<file path="src/rtl/wbc_rst_pkg.sv">
// Shared types and widths for the QK7 reset/timebase controller.
package wbc_rst_pkg;

  localparam int unsigned US_PER_MS = 1000;

  localparam int unsigned US_W  = 8;
  localparam int unsigned MS_W  = 10;
  localparam int unsigned DLY_W = 16;
  localparam int unsigned DEB_W = 8;

  typedef enum logic [2:0] {
    ST_PWR  = 3'd0,
    ST_SYS  = 3'd1,
    ST_RUN  = 3'd2,
    ST_HOLD = 3'd3,
    ST_SOFT = 3'd4
  } rst_state_e;

endpackage

</file>
<file path="src/rtl/wbc_rst_deb.sv">
// Reset-button synchronizer with optional ms-rate debouncer.
// Debouncer is present only when WBC_RST_DEBOUNCE_EN is defined.
module wbc_rst_deb
  import wbc_rst_pkg::*;
#(
  parameter int unsigned DEB_MS = 8
) (
  input  logic clk,
  input  logic rst,
  input  logic ena_ms,
  input  logic in_n,
  output logic out
);

  logic [1:0] sync_q, sync_d;

  // Two-stage synchronizer shift, newest sample in bit 0
  always_comb begin
    sync_d = {sync_q[0], in_n};
  end

  // Synchronizer flops; reset to the released (high) level
  always_ff @(posedge clk) begin
    if (rst) begin
      sync_q <= 2'b11;
    end else begin
      sync_q <= sync_d;
    end
  end

`ifdef WBC_RST_DEBOUNCE_EN
  logic             btn_q, btn_d;
  logic [DEB_W-1:0] cnt_q, cnt_d;
  logic             smp;

  // Count consecutive ms samples that disagree with the current output
  always_comb begin
    smp   = ~sync_q[1];
    btn_d = btn_q;
    cnt_d = cnt_q;
    if (ena_ms) begin
      if (smp == btn_q) begin
        cnt_d = '0;
      end else if (cnt_q == DEB_W'(DEB_MS - 1)) begin
        btn_d = smp;
        cnt_d = '0;
      end else begin
        cnt_d = cnt_q + DEB_W'(1);
      end
    end
  end

  // Debouncer state; starts released
  always_ff @(posedge clk) begin
    if (rst) begin
      btn_q <= 1'b0;
      cnt_q <= '0;
    end else begin
      btn_q <= btn_d;
      cnt_q <= cnt_d;
    end
  end

  assign out = btn_q;
`else
  logic             unused_ena_ms;
  logic [DEB_W-1:0] unused_deb_ms;

  assign unused_ena_ms = ena_ms;
  assign unused_deb_ms = DEB_W'(DEB_MS);
  assign out           = ~sync_q[1];
`endif

endmodule

</file>
<file path="src/rtl/wbc_rst_ctl.sv">
// QK7 reset and timebase controller: us/ms strobes plus power, system,
// button-hold and soft reset sequencing. Optional button debouncing is
// enabled by defining WBC_RST_DEBOUNCE_EN.
module wbc_rst_ctl
  import wbc_rst_pkg::*;
#(
  parameter int unsigned CLK_MHZ = 100,
  parameter int unsigned PWR_MS  = 10,
  parameter int unsigned RST_MS  = 2,
  parameter int unsigned SOFT_US = 10,
  parameter int unsigned DEB_MS  = 8
) (
  input  logic clk,
  input  logic rst,
  input  logic ext_reset,
  input  logic soft_req,
  output logic pwr_rst,
  output logic sys_rst,
  output logic ena_us,
  output logic ena_ms
);

  localparam logic [US_W-1:0] US_LAST = US_W'(CLK_MHZ - 1);
  localparam logic [MS_W-1:0] MS_LAST = MS_W'(US_PER_MS - 1);

  logic [US_W-1:0]  us_cnt_q, us_cnt_d;
  logic [MS_W-1:0]  ms_cnt_q, ms_cnt_d;
  logic             ena_us_q, ena_us_d;
  logic             ena_ms_q, ena_ms_d;
  rst_state_e       state_q, state_d;
  logic [DLY_W-1:0] dly_q, dly_d;
  logic             pwr_rst_q, pwr_rst_d;
  logic             sys_rst_q, sys_rst_d;
  logic             btn;
  logic             dly_last;

  wbc_rst_deb #(
    .DEB_MS (DEB_MS)
  ) u_deb (
    .clk    (clk),
    .rst    (rst),
    .ena_ms (ena_ms_q),
    .in_n   (ext_reset),
    .out    (btn)
  );

  // Prescalers; strobes are precomputed from the next counter values
  always_comb begin
    us_cnt_d = (us_cnt_q == US_LAST) ? '0 : us_cnt_q + US_W'(1);
    ms_cnt_d = ms_cnt_q;
    if (ena_us_q) begin
      ms_cnt_d = (ms_cnt_q == MS_LAST) ? '0 : ms_cnt_q + MS_W'(1);
    end
    ena_us_d = (us_cnt_d == US_LAST);
    ena_ms_d = ena_us_d && (ms_cnt_d == MS_LAST);
  end

  assign dly_last = (dly_q == DLY_W'(1));

  // Reset sequencer next state; transition happens on the final strobe
  always_comb begin
    state_d = state_q;
    dly_d   = dly_q;
    case (state_q)
      ST_PWR: begin
        if (ena_ms_q) begin
          if (dly_last) begin
            state_d = ST_SYS;
            dly_d   = DLY_W'(RST_MS);
          end else begin
            dly_d = dly_q - DLY_W'(1);
          end
        end
      end
      ST_SYS: begin
        if (ena_ms_q) begin
          if (dly_last) begin
            state_d = ST_RUN;
            dly_d   = '0;
          end else begin
            dly_d = dly_q - DLY_W'(1);
          end
        end
      end
      ST_RUN: begin
        if (btn) begin
          state_d = ST_HOLD;
        end else if (soft_req) begin
          state_d = ST_SOFT;
          dly_d   = DLY_W'(SOFT_US);
        end
      end
      ST_HOLD: begin
        if (!btn) begin
          state_d = ST_SYS;
          dly_d   = DLY_W'(RST_MS);
        end
      end
      ST_SOFT: begin
        if (btn) begin
          state_d = ST_HOLD;
        end else if (ena_us_q) begin
          if (dly_last) begin
            state_d = ST_RUN;
            dly_d   = '0;
          end else begin
            dly_d = dly_q - DLY_W'(1);
          end
        end
      end
      default: begin
        state_d = ST_PWR;
        dly_d   = DLY_W'(PWR_MS);
      end
    endcase
    pwr_rst_d = (state_d == ST_PWR);
    sys_rst_d = (state_d != ST_RUN);
  end

  // All state and output registers
  always_ff @(posedge clk) begin
    if (rst) begin
      us_cnt_q  <= '0;
      ms_cnt_q  <= '0;
      ena_us_q  <= 1'b0;
      ena_ms_q  <= 1'b0;
      state_q   <= ST_PWR;
      dly_q     <= DLY_W'(PWR_MS);
      pwr_rst_q <= 1'b1;
      sys_rst_q <= 1'b1;
    end else begin
      us_cnt_q  <= us_cnt_d;
      ms_cnt_q  <= ms_cnt_d;
      ena_us_q  <= ena_us_d;
      ena_ms_q  <= ena_ms_d;
      state_q   <= state_d;
      dly_q     <= dly_d;
      pwr_rst_q <= pwr_rst_d;
      sys_rst_q <= sys_rst_d;
    end
  end

  assign pwr_rst = pwr_rst_q;
  assign sys_rst = sys_rst_q;
  assign ena_us  = ena_us_q;
  assign ena_ms  = ena_ms_q;

endmodule

</file>
<file path="config.mk">
export PLATFORM = sky130hd
export DESIGN_NAME = wbc_rst_ctl
export DESIGN_NICKNAME = d
export VERILOG_FILES = /design/src/rtl/wbc_rst_pkg.sv /design/src/rtl/wbc_rst_deb.sv /design/src/rtl/wbc_rst_ctl.sv
export SDC_FILE = /design/constraint.sdc
export NUM_CORES = 1
export LEC_CHECK = 0
export ABC_AREA = 1
export BUFFER_PORTS_ARGS = -buffer_cell sky130_fd_sc_hd__buf_2
export CAP_MARGIN = 10
export CORE_MARGIN = 2
export CORE_UTILIZATION = 30
export CTS_CLUSTER_DIAMETER = 30
export DETAILED_ROUTE_END_ITERATION = 10
export GPL_ROUTABILITY_DRIVEN = 0
export MAX_ROUTING_LAYER = met4
export PLACE_DENSITY = 0.43
export SLEW_MARGIN = 15
export SYNTH_ARGS = -nofsm -noshare
export SYNTH_HDL_FRONTEND = slang
export SYNTH_SLANG_ARGS = --single-unit
</file>
<file path="constraint.sdc">
create_clock -name clk -period 1.5 [get_ports clk]
set_clock_uncertainty 0.15 [all_clocks]
set_input_delay 0.15 -clock clk [delete_from_list [all_inputs] [get_ports clk]]
set_output_delay 0.15 -clock clk [all_outputs]
set_load 0.01 [all_outputs]
</file>
After elaboration in Yosys (flattened, before gate mapping)
Index checks and enable logic that the tools add are counted.
{"block": "classes", "bitwise_logic": 0, "muxes": 23, "n_eq_ne": 17, "addsub": 3, "mul": 0, "div_mod_pow": 0, "order_cmp": 0, "n_shift": 0, "n_reduce_logical": 4}
{"cell": "$mux 16", "count": 9}
{"cell": "$pmux 16 s5", "count": 1}
{"cell": "$mux 3", "count": 9}
{"cell": "$eq 10x10->1 const B", "count": 2}
{"cell": "$mux 10", "count": 2}
{"cell": "$eq 16x1->1 const B", "count": 1}
{"cell": "$eq 8x7->1 const B", "count": 2}
{"cell": "$sub 16x1->16 const B", "count": 1}
{"cell": "$pmux 3 s5", "count": 1}
{"cell": "$add 10x1->10 const B", "count": 1}
{"cell": "$add 8x1->8 const B", "count": 1}
{"cell": "$mux 8", "count": 1}
{"cell": "$ne 2x2->1 const B", "count": 4}
{"cell": "$reduce_and 7->1", "count": 1}
{"cell": "$eq 3x2->1 const B", "count": 2}
{"cell": "$logic_not 3->1", "count": 2}
{"cell": "$ne 2x1->1 const B", "count": 3}
{"cell": "$eq 3x1->1 const B", "count": 1}
{"cell": "$eq 3x3->1 const B", "count": 1}
{"cell": "$ne 3x2->1 const B", "count": 1}
{"cell": "$logic_and 1x1->1", "count": 1}
{"block": "word_totals", "out_inout_bits": 4, "latch_bits": 0, "inputBits": 4, "mem_count": 0, "ramBits": 0, "word_cells": 56, "register_bits": 43, "mem_bits_ro": 0}

Depth between registers and ports, before layout
{"block": "depth", "ltp_word": 6, "ltp_mapped": 13, "mapped_depth_nobuf": 13}

Hierarchy
From an unflattened synthesis, not the netlist that was laid out.
{"block": "unflattened", "hier_cells": 388, "hier_area_um2": 2462.4}
{"module": "wbc_rst_ctl", "area_per_inst_um2": 2399.8, "cells_per_inst": 380, "n_inst": 1}
{"module": "wbc_rst_deb", "area_per_inst_um2": 62.6, "cells_per_inst": 8, "n_inst": 1}

Worst setup path after synthesis
No wires, ideal clock.
{"block": "synth_timing", "path_kind": "reg-to-reg", "from": "reg dly_q[1]", "to": "reg dly_q[11]", "setup_ns": 0.113, "path_slack_ns": -0.151, "path_buffers": 0, "path_stages_with_launch": 14, "period_less_slack_ns": 1.651, "arrival_ns": 1.388, "t_required_ns": 1.237, "cell_sequence": "dfxtp_1 -> inv_1 -> ha_1 -> inv_1 -> nor2_1 -> nand2_1 -> nor2_1 -> nand2_1 -> nand2_1 -> nand2_1 -> nand2_4 -> inv_2 -> nand2_1 -> nor2_1"}
{"block": "synth_via", "elab_chain_len": 5, "word_cells_on_any_way": 9, "classes_between": "add/sub (1); eq/ne (1); mux (7)"}
{"item": "start, declared", "line_no": "wbc_rst_ctl.sv:31", "source": "logic [DLY_W-1:0] dly_q, dly_d;"}
{"item": "start signal, assigned", "line_no": "wbc_rst_ctl.sv:128", "source": "dly_q <= DLY_W'(PWR_MS);"}
{"item": "start signal, assigned", "line_no": "wbc_rst_ctl.sv:137", "source": "dly_q <= dly_d;"}
{"item": "$sub 16x1->16 / $eq 16x1->1 (equally long branches)"}
{"item": "$mux 16", "line_no": "wbc_rst_ctl.sv:77, wbc_rst_ctl.sv:103"}
{"item": "$mux 16", "line_no": "wbc_rst_ctl.sv:102", "source": "end else if (ena_us_q) begin"}
{"item": "$mux 16", "line_no": "wbc_rst_ctl.sv:100", "source": "if (btn) begin"}
{"item": "$pmux 16 s5 (*)", "line_no": "wbc_rst_ctl.sv:64", "source": "case (state_q)"}
Every way passes the cells marked *; elsewhere a longest branch is shown, timed or not. The select of a mux whose other input is x is not followed.
A chain may end at the register's enable or synchronous reset.

Worst setup path after layout
{"block": "layout_timing", "from": "reg us_cnt_q[0]", "to": "reg ena_ms_q (netlist: ena_ms)"}
{"block": "layout_via", "elab_chain_len": 4, "word_cells_on_any_way": 5, "classes_between": "add/sub (1); eq/ne (2); mux (1); reduce/logical (1)"}
{"item": "start, declared", "line_no": "wbc_rst_ctl.sv:26", "source": "logic [US_W-1:0] us_cnt_q, us_cnt_d;"}
{"item": "start signal, assigned", "line_no": "wbc_rst_ctl.sv:132", "source": "us_cnt_q <= us_cnt_d;"}
{"item": "$add 8x1->8 / $eq 8x7->1 (equally long branches)", "line_no": "wbc_rst_ctl.sv:49", "source": "us_cnt_d = (us_cnt_q == US_LAST) ? '0 : us_cnt_q + US_W'(1);"}
{"item": "$mux 8 (*)", "line_no": "wbc_rst_ctl.sv:49"}
{"item": "$eq 8x7->1 (*)", "line_no": "wbc_rst_ctl.sv:54", "source": "ena_us_d = (us_cnt_d == US_LAST);"}
{"item": "$logic_and 1x1->1 (*)", "line_no": "wbc_rst_ctl.sv:55", "source": "ena_ms_d = ena_us_d && (ms_cnt_d == MS_LAST);"}
{"item": "end signal, assigned", "line_no": "wbc_rst_ctl.sv:135", "source": "ena_ms_q <= ena_ms_d;"}
{"item": "end, declared", "line_no": "wbc_rst_ctl.sv:29", "source": "logic ena_ms_q, ena_ms_d;"}
Every way passes the cells marked *; elsewhere a longest branch is shown, timed or not.

==> results.py <==
metrics = {
    "routing": {
        "routed_via_density": 4.40,
        "dr.first_iter.drc_count": 66,
        "detailroute.via_count": 2495,
        "routed_wirelength_um": 6480,
        "drtPass1Iterations": 4,
        "antenna_left": 0,
        "drc": 0,
        "routed_wire_length_per_instance_um": 11.4,
    },
    "power": {
        "peakVddDrop_mv": 0.332,
        "power-per-cell-area_nw_per_um2": 595,
        "totalPowerFinal_mw": 2.17,
        "power_leakage_nw": 1.66,
    },
    "place": {
        "dp.final_hpwl_um": 4740,
        "post_dp_cell_area_sq_um": 3130,
        "placement.io_buffers": 7,
    },
    "critical_path": {
        "path_max_fanout": 3,
        "timing_worst_setup_path_type": "reg -> reg",
        "critPathCaptureType": "flip-flop",
        "arrival_ns": 1.69,
        "timing.critical_path.from": "us_cnt_q[0]",
        "reg_to_reg_end": "ena_ms",
        "r2r_start": "us_cnt_q[0]",
        "worstPathRequired_ns": 1.60,
        "cpPeakStageDelay_ns": 0.36,
        "reg2regPathDepth": 9,
        "slowest_stage": "dfxtp_2",
        "crit_path_start_kind": "flip-flop",
        "cp-endpoint": "ena_ms",
        "r2r_slack_ns": -0.09,
        "crit_path_cell_trace": "ha_4, nand2_4, inv_4, nand3_2, o21bai_1, nand3_2, nor2_4, nand3_2, nor2_2",
        "timing.critical_path.mode_cell": "nand3_2",
    },
    "global_route": {
        "antenna_violations_before_repair": 0,
        "grt_util_all_layers": 0.160,
        "pin_count_of_the_biggest_net_entering_global_routing": 14,
        "grt_first_pass_wirelength_um": 10500,
        "grt_pass1_vias": 2397,
        "globalRoute.totalOverflow": 0,
    },
    "clocking": {
        "clkLatencyLatePin_ns": 0.31,
        "path_clk_slew_ns": 0.09,
        "tritoncts.num_buffers": 5,
        "cts.sinks": 43,
        "clock_tree.buffer_depth": 2,
        "clk_root_buffer_cell": "clkbuf_8",
        "h_tree_lvls": 2,
        "cts_tree": "yes",
    },
    "timing": {
        "hold_violations": 0,
        "final-max-slew-violation-count": 0,
        "final.period_utilization": 1.06,
        "final.hold.worst_slack_ns": 0.0515,
        "period_needed_ns": 1.59,
        "timing.slew.headroom": 0.741,
        "maxClockFrequency_mhz": 631,
        "postLayoutSetupSlackWorst_ns": -0.0855,
        "worst-slew-pin-transition_ns": 0.388,
        "final-setup-viol-count": 20,
        "rsz_0062_raised_after_global_routing": "true",
    },
    "layout": {
        "n_fill_cell": 794,
        "fin_nets": 474,
        "syn_to_final_growth_pct": 56.0,
        "design_area_sq_um": 3650,
        "antenna_cells": 0,
        "final_core_utilization": 0.477,
        "final_layout_size_suffix_gt1_frac": 0.449,
    },
    "die": {
        "placement_rows": 32,
        "die_y_um": 92.3,
        "floorplan.die_area_sq_um": 8520,
        "floorplan.initialDensity": 0.306,
        "io_pins": 8,
        "fp.coreArea_sq_um": 7650,
        "die_w_um": 92.3,
    },
    "job": {
        "cap_violations": 0,
    },
    "yosys": {
        "ys_dominant_reg_cell": "dfxtp_1",
        "synth_cell_type_count": 32,
        "ys_async_sr_fraction": 0,
        "synth_fp_nets": 369,
        "synthesis.yosys.warnings": 0,
        "mappedNetlistArea_sq_um": 2340,
        "synth-edff-count": 0,
        "ys_seq_area_frac": 0.368,
        "syn_inst": 360,
        "syn-mean-instance-area_sq_um": 6.50,
        "postSynthRegisterBits": 43,
    },
    "run_status": {
        "outcome": "finished with violations",
        "violated_checks": "setup timing",
    },
    "hold_path": {
        "worst_hold_path_type": "in -> reg",
    },
}
## worst max-delay path, delay by kind of cell, from the launching register on
family | cells | cell delay [ns]
AND/OR/NAND/NOR | 6 | 0.62
adder cells (fa/ha/maj) | 1 | 0.15
AO/OA/AOI/OAI | 1 | 0.17
flip-flops | 1 | 0.36
buffers and inverters | 1 | 0.07
## cell families (layout without fill, tap and decap cells)
logic type / count (synthesis) / after routing / share of synthesized area
xor+xnor: 6 / 6 / 0.0225
flops: 43 / 43 / 0.368
fa+ha+maj: 5 / 5 / 0.0267
compound gates: 27 / 27 / 0.0738
simple gates: 226 / 226 / 0.420
buf+inv: 53 / 158 / 0.0888
## layout make-up
| class | count | area (sq um) | share of cell area |
|---|---|---|---|
| clock buffers | 5 | 68.8 | 0.0189 |
| well taps | 102 | 128 | 0.0350 |
| repair buffers | 101 | 767 | 0.210 |
| flip-flops and latches | 43 | 883 | 0.242 |
| multi-input cells | 264 | 1570 | 0.431 |
| inverters | 50 | 193 | 0.0528 |
| clock inverters | 2 | 37.5 | 0.0103 |
## state kept, by name, summed over array words and instances, names as in the netlist
name and cells:
ena_ms 1, u_deb.sync_q 2, ms_cnt_q 10, dly_q 16, pwr_rst 1, state_q 3
us_cnt_q 8, sys_rst 1, ena_us 1
## Yosys cell counts (all sizes together), types with 2 or more instances
library cell / count / area [sq um]
dfxtp: 43 / 861
ha: 5 / 62.6
xor2: 5 / 43.8
a21oi: 10 / 68.8
nand2: 99 / 394
o21ai: 11 / 58.8
nor3: 9 / 45.0
or2: 3 / 18.8
buf: 2 / 16.3
nand4: 7 / 43.8
o21bai: 4 / 30.0
nand3: 32 / 165
o211ai: 2 / 15.0
inv: 50 / 188
nor2: 72 / 285
## layer usage
| metal | vias to the layer above | GRT usage | share of wire |
|---|---|---|---|
| li1 | 1343 | - | - |
| met1 | 1123 | 0.188 | 0.46 |
| met2 | 16 | 0.273 | 0.51 |
| met3 | 13 | 0.0309 | 0.015 |
| met4 | 0 | 0.0572 | 0.022 |
| met5 | - | - | 0 |
## power by group
part           internal, mW  leakage (nW)  switching, mW  total, mW
logic                0.0421          1.26         0.0485     0.0906
registers              1.15         0.354        0.00904       1.16
clock network         0.487        0.0502          0.437      0.924
## per-stage QoR
step | setup slack [ns] | instances | setup TNS, ns
3_3_place_gp | -0.198 | 549 | -2.65
2_1_floorplan | -0.0790 | 360 | -0.340
4_1_cts | -0.129 | 561 | -2.01
6_report | -0.0855 | 567 | -1.19
3_5_place_dp | -0.214 | 549 | -3.00
5_1_grt | -0.219 | 567 | -3.57
## placed cells by master (no fill, tap or decap), types with 3 or more instances in the layout
cell / instances
nand3_2: 12
clkbuf_8: 5
o21bai_1: 4
nand4_1: 7
buf_6: 3
inv_1: 40
o21ai_1: 5
dfxtp_2: 12
nor2_1: 51
o21ai_0: 4
buf_4: 89
nand2_4: 6
nor2_2: 14
nor3_1: 7
nand2_2: 18
nand3_1: 19
dfxtp_1: 29
a21oi_1: 4
nand2_1: 75
ha_4: 3
buf_2: 7
xor2_1: 3
inv_2: 8
a21oi_2: 5
nor2_4: 7
## timing repair
action,CTS,global route
endpoints found under the hold margin,1,0
resized for setup,24,76
pin swaps,21,28
setup endpoints to repair,24,34
setup buffers,4,7
hold buffers,1,0
## how the worst min path moves through the flow
stage,start,end,slack [ns],cells past startpoint
2_1_floorplan,rst,ms_cnt_q[5],0.08,1
3_3_place_gp,ext_reset,u_deb.sync_q[0],0.18,2
3_5_place_dp,ext_reset,u_deb.sync_q[0],0.19,2
4_1_cts,soft_req,state_q[2],0.04,5
5_1_grt,rst,us_cnt_q[6],0.07,3
6_report,soft_req,state_q[2],0.05,5
(Power assumes the default switching activity.)
